<file path="config.mk">
export PLATFORM = sky130hd
export DESIGN_NAME = pipe_ctrl
export DESIGN_NICKNAME = d
export VERILOG_FILES = /design/src/rtl/pipe_ctrl.sv
export SDC_FILE = /design/constraint.sdc
export NUM_CORES = 1
export LEC_CHECK = 0
export ABC_CLOCK_PERIOD_IN_PS = 6300
export CORE_ASPECT_RATIO = 1.1
export CORE_UTILIZATION = 25
export DETAILED_ROUTE_END_ITERATION = 8
export PLACE_DENSITY = 0.59
export SLEW_MARGIN = 20
export SYNTH_ARGS = -nofsm -noshare
export SYNTH_HDL_FRONTEND = slang
export SYNTH_SLANG_ARGS = --single-unit
</file>
<file path="constraint.sdc">
create_clock -name clk -period 6.3 [get_ports clk]
set_input_delay 0.945 -clock clk [delete_from_list [all_inputs] [get_ports clk]]
set_output_delay 0.945 -clock clk [all_outputs]
set_load 0.005 [all_outputs]
</file>
<file path="src/rtl/pipe_ctrl.sv">
// Pipeline hazard/stall controller: data-memory wait handling with timeout,
// load-use interlock and taken-branch flush, plus a saturating stall counter.
module pipe_ctrl #(
  parameter int unsigned TIMEOUT = 255,
  parameter int unsigned CNT_W   = 16
) (
  input  logic             clk,
  input  logic             rst,
  input  logic [4:0]       id_rs,
  input  logic [4:0]       id_rt,
  input  logic             id_uses_rt,
  input  logic             ex_MemRead,
  input  logic [4:0]       ex_RegisterRd,
  input  logic             ex_branch_taken,
  input  logic             mem_MemRead,
  input  logic             mem_MemWrite,
  input  logic             dmem_ack,
  output logic             dmem_req,
  output logic             pc_en,
  output logic             ifid_en,
  output logic             idex_en,
  output logic             exmem_en,
  output logic             ifid_flush,
  output logic             idex_flush,
  output logic             memwb_bubble,
  output logic             mem_err,
  output logic [CNT_W-1:0] stall_cnt
);

  // waitCnt counts cycles already spent waiting, so the IDLE stall cycle is
  // the first one and the access is abandoned after TIMEOUT cycles in total.
  localparam logic [7:0] WAIT_LIM = 8'(TIMEOUT - 1);

  typedef enum logic {IDLE, BUSY} stateT;

  stateT      state;
  logic [7:0] waitCnt;
  logic       memOp;
  logic       timeOut;
  logic       memStall;
  logic       luStall;

  // Hazard detection terms
  assign memOp    = mem_MemRead | mem_MemWrite;
  assign timeOut  = (state == BUSY) & (waitCnt >= WAIT_LIM) & !dmem_ack;
  assign memStall = memOp & !dmem_ack & !timeOut;
  assign luStall  = ex_MemRead & (ex_RegisterRd != 5'd0) &
                    ((ex_RegisterRd == id_rs) |
                     (id_uses_rt & (ex_RegisterRd == id_rt)));

  // Prioritised stage control: memory stall, then branch flush, then load-use
  always_comb begin
    dmem_req     = 1'b0;
    pc_en        = 1'b1;
    ifid_en      = 1'b1;
    idex_en      = 1'b1;
    exmem_en     = 1'b1;
    ifid_flush   = 1'b0;
    idex_flush   = 1'b0;
    memwb_bubble = 1'b0;
    if (!rst) begin
      dmem_req = memOp;
      if (memStall) begin
        pc_en        = 1'b0;
        ifid_en      = 1'b0;
        idex_en      = 1'b0;
        exmem_en     = 1'b0;
        memwb_bubble = 1'b1;
      end else begin
        if (ex_branch_taken) begin
          ifid_flush = 1'b1;
          idex_flush = 1'b1;
        end else if (luStall) begin
          pc_en      = 1'b0;
          ifid_en    = 1'b0;
          idex_flush = 1'b1;
        end
        if (timeOut) begin
          memwb_bubble = 1'b1;
        end
      end
    end
  end

  // Memory-wait FSM, wait counter, sticky error and stall statistics
  always_ff @(posedge clk) begin
    if (rst) begin
      state     <= IDLE;
      waitCnt   <= 8'd0;
      mem_err   <= 1'b0;
      stall_cnt <= '0;
    end else begin
      case (state)
        IDLE: begin
          if (memOp && !dmem_ack) begin
            state   <= BUSY;
            waitCnt <= 8'd1;
          end else begin
            waitCnt <= 8'd0;
          end
        end
        BUSY: begin
          if (dmem_ack || timeOut) begin
            state   <= IDLE;
            waitCnt <= 8'd0;
          end else begin
            waitCnt <= waitCnt + 8'd1;
          end
        end
        default: begin
          state   <= IDLE;
          waitCnt <= 8'd0;
        end
      endcase
      if (timeOut) begin
        mem_err <= 1'b1;
      end
      if ((memStall || luStall) && (stall_cnt != {CNT_W{1'b1}})) begin
        stall_cnt <= stall_cnt + CNT_W'(1);
      end
    end
  end

endmodule

</file>
==> results summary <==
The post-route standard cell area excluding fillers is 2110 um^2. After synthesis, the cell types taking the most area are sky130_fd_sc_hd__dfxtp_1 (34%), sky130_fd_sc_hd__xnor2_1 (6.8%), sky130_fd_sc_hd__nor2_1 (6.1%), sky130_fd_sc_hd__nand3_1 (3.6%), sky130_fd_sc_hd__xor2_1 (2.8%). In the global route stage, overall resource usage came out at 0.117. In this run the horizontal extent of the chip is 76.8 um. By startpoint and endpoint, the worst setup path is classified as primary input to primary output.

The final cycle utilization of the critical path came out at 0.671. After synthesis, the most frequently instantiated cells are sky130_fd_sc_hd__dfxtp_1 (26), sky130_fd_sc_hd__nor2_1 (25), sky130_fd_sc_hd__xnor2_1 (12), sky130_fd_sc_hd__nand3_1 (11). The final number of hold-violating endpoints came out at 0. The deepest clock path buffer count is 2. For the pin with the worst max-slew slack, the measured transition is 485 ps. The endpoint identified for the worst register-to-register timing path is stall_cnt[7]$_SDFFE_PP0P_.

The initial core utilization came out at 0.263. The number of buffers created by CTS is 3. The signal on the critical path passes through clkdlybuf4s50_1 > or4_1 > o21ai_2 > inv_1 > and2_1 > nor2b_1 > o21ai_0 > clkdlybuf4s50_1. The synthesized netlist contains 41 unique library cells. The tightest min-delay check is of the register to register type. The die span in y is 84.3 um. The worst setup path is launched from a primary input. The mapped netlist covers 1540 um^2.

The max-slew violation total from the final report is 0. On the final layout, the worst clock skew is 1.47 ps. For this design the static power due to leakage is 0.729 nW.

The number of global-route vias before repair is 1,330. The worst reg2reg path startpoint is waitCnt[0]$_SDFF_PP0_. Summing all placed instances gives a cell area of 2060 um^2. The sequential cell fraction of total power came out at 0.511. The count of instances resized after the clock tree is built came out at 0. TritonCTS built the clock tree. For flop-to-flop paths, the worst setup slack is 3950 ps. The switching share of power is 0.236. The sequential cell area fraction in the yosys report is 0.338. The number of max-cap violations came out at 0. The number of hold buffers added after CTS came out at 0. The library cell appearing most often on the critical path is sky130_fd_sc_hd__clkdlybuf4s50_1. The flow ran to the end, and the final reports show no timing, DRC or antenna violations. The routability congestion estimate is 0.749. The number of nets in the finished design came out at 254. The post-synthesis to final-layout area growth is 37.2%.

The core region is 5840 um^2. The wire length of the first global-routing pass came out at 6220 um. The pin count of the biggest net entering global routing is 27. The top cell type by total area after synthesis is sky130_fd_sc_hd__dfxtp_1.

The wire length per cell came out at 12.0 um. In this run the post-CTS setup repair buffer count came out at 0. The cell total after placement came out at 300. The total length of routed wires came out at 3640 um. The cell-internal power came out at 0.253 mW.

The remaining max-slew budget at the tightest pin is 0.677. The cell depth of the worst flop-to-flop path is 8. The non-filler instance count after layout is 304. The delay of the slowest critical-path stage came out at 560 ps. The DRC marker count from the first detailed-route iteration came out at 61. The detailed router placed 1,427 vias in this run.

Among all stages on the critical path, the largest delay is contributed by sky130_fd_sc_hd__or4_1. The switching power is 0.0783 mW. The end point of the most critical hold path is waitCnt[7]$_SDFF_PP0_. The remaining global-route overflow is 0. The total inserted antenna cells came out at 0. The die area is 6470 um^2. The most used flip-flop cell after synthesis is sky130_fd_sc_hd__dfxtp_1. The achievable frequency came out at 0.237 GHz.

Yosys printed 0 warnings. The flop and latch count out of synthesis is 26. STA classifies the critical path endpoint as a primary output. Setup repair after global routing left no endpoint under its margin. The count of endpoints failing setup in the final report is 0. Yosys instantiated no cell more often than sky130_fd_sc_hd__dfxtp_1. The later-pin clock latency in the skew report came out at 270 ps. Using the TritonRoute via totals, the vias-per-cell ratio works out to 4.69. After detailed routing, the number of remaining DRC violations is 0.

The part of the power in combinational logic is 0.160. After floorplanning, the core was divided into 29 placement rows. Summed over all failing endpoints, the final setup total negative slack is 0 ps. Prior to clock tree synthesis, the placed netlist has a worst setup slack of 2050 ps. The maximum fanout along the worst path came out at 3. The final-layout fill cell count came out at 615. Of the cells placed in the final design, the portion with a size suffix greater than 1 is 0.0793. The number of input and output port buffers inserted came out at 47. CTS built an H-tree with a depth of 1. Before antenna repair, the detailed router went through 4 iterations. The share of Yosys cell area claimed by the top area cell type came out at 0.338. The hold path startpoint is waitCnt[7]$_SDFF_PP0_.

Summing internal, switching and leakage power gives 0.331 mW. After clock tree synthesis, the clock-pin slew on the worst setup and hold paths is 90 ps. The depth of the worst hold-timing path is 2. The initial antenna violation count is 0.

The fraction of registers with async set or reset after synthesis is 0. Counting every instance in the synthesized netlist gives 181. The number of nets in the synthesized netlist is 207.

The mean instance size in the synthesized netlist came out at 8.50 um^2. The clock period minus worst slack came out at 4220 ps. Power spread over the standard cell area amounts to 157 nW/um^2.

The part of the power in the clock network is 0.329. The critical path arrival is 3280 ps. Clock tree synthesis found a total of 26 sinks. The worst endpoint required time is 5350 ps.

The total half-perimeter wirelength after legalization and detailed placement came out at 2800 um. The number of enable-type register cells in the synthesized netlist came out at 0. The count of nets left with antenna violations once routing finished came out at 0. The tree is rooted in a sky130_fd_sc_hd__clkbuf_8.

The worst path setup slack after routing came out at 2080 ps. The peak supply drop is 0.0776 mV. The boundary pin count is 48.
metrics by stage:
| stage | hold slack (ps) | utilization |
|---|---|---|
| finish | 476 | 0.362 |
| global route | 528 | 0.362 |
| CTS | 482 | 0.362 |
| detailed placement | 460 | 0.352 |
| global placement | 453 | 0.352 |
| floorplan | 437 | - |
cell usage in the layout, fill, tap and decap left out, types with 5 or more instances in the layout:
master                            instances
sky130_fd_sc_hd__nand3_1                 11
sky130_fd_sc_hd__nor2b_1                  6
sky130_fd_sc_hd__xor2_1                   5
sky130_fd_sc_hd__nor2_1                  25
sky130_fd_sc_hd__nand2_1                  8
sky130_fd_sc_hd__clkdlybuf4s50_1         47
sky130_fd_sc_hd__inv_1                    7
sky130_fd_sc_hd__a21oi_1                  8
sky130_fd_sc_hd__nor4_1                   5
sky130_fd_sc_hd__dfxtp_1                 26
sky130_fd_sc_hd__nand4_1                  5
sky130_fd_sc_hd__xnor2_1                 12
sky130_fd_sc_hd__or4_1                    5
cells by family after synthesis:
kind of cell    count (synthesis)  share of synthesized area
simple gates                   87                      0.305
compound gates                 29                      0.139
flops                          26                      0.338
xor+xnor                       17                     0.0967
buf+inv                        13                     0.0537
mux                             6                     0.0431
fa+ha+maj                       3                     0.0244
power groups by stage:
stage	combinational [mW]	clock, mW	sequential (mW)
after floorplan	0.0279	0	0.173
after global routing	0.0581	0.122	0.170
after CTS	0.0539	0.114	0.169
after global placement	0.0533	0	0.173
final	0.0531	0.109	0.169
after detailed placement	0.0536	0	0.173
state kept, by name, indices dropped and copies added, names as in the netlist:
| name | flops |
|---|---|
| mem_err | 1 |
| stall_cnt | 16 |
| waitCnt | 8 |
| state | 1 |
per-layer routing:
metal | global-route usage | part of all wire | wire length [um]
met1 | 0.145 | 0.47 | 1700
met3 | 0.0283 | 0.035 | 126
met5 | 0 | 0 | 0
met2 | 0.204 | 0.49 | 1780
met4 | 0.0210 | 0.0061 | 22
critical path: cells and delay by family:
kind | cells | cell delay (ps)
buffers and inverters | 3 | 1100
AND/OR/NAND/NOR | 3 | 830
AO/OA/AOI/OAI | 2 | 410
how the worst max path moves through the flow:
stage | startpoint | end | slack, ps | cells past startpoint
finish | ex_RegisterRd[1] | pc_en | 2080 | 8
global route | ex_RegisterRd[1] | ifid_en | 1970 | 8
CTS | ex_RegisterRd[1] | pc_en | 2050 | 8
detailed placement | ex_RegisterRd[1] | pc_en | 2050 | 8
global placement | ex_RegisterRd[1] | ifid_en | 2100 | 8
floorplan | ex_RegisterRd[1] | pc_en | 3020 | 7
layout make-up:
class | count | area, um^2 | share of cell area
sequential | 26 | 520 | 0.246
timing repair buffer | 48 | 478 | 0.226
clock buffer | 4 | 55.1 | 0.0261
multi-input combinational | 142 | 936 | 0.443
tap | 77 | 96.3 | 0.0456
inverter | 7 | 26.3 | 0.0124
(Power assumes the default switching activity.)
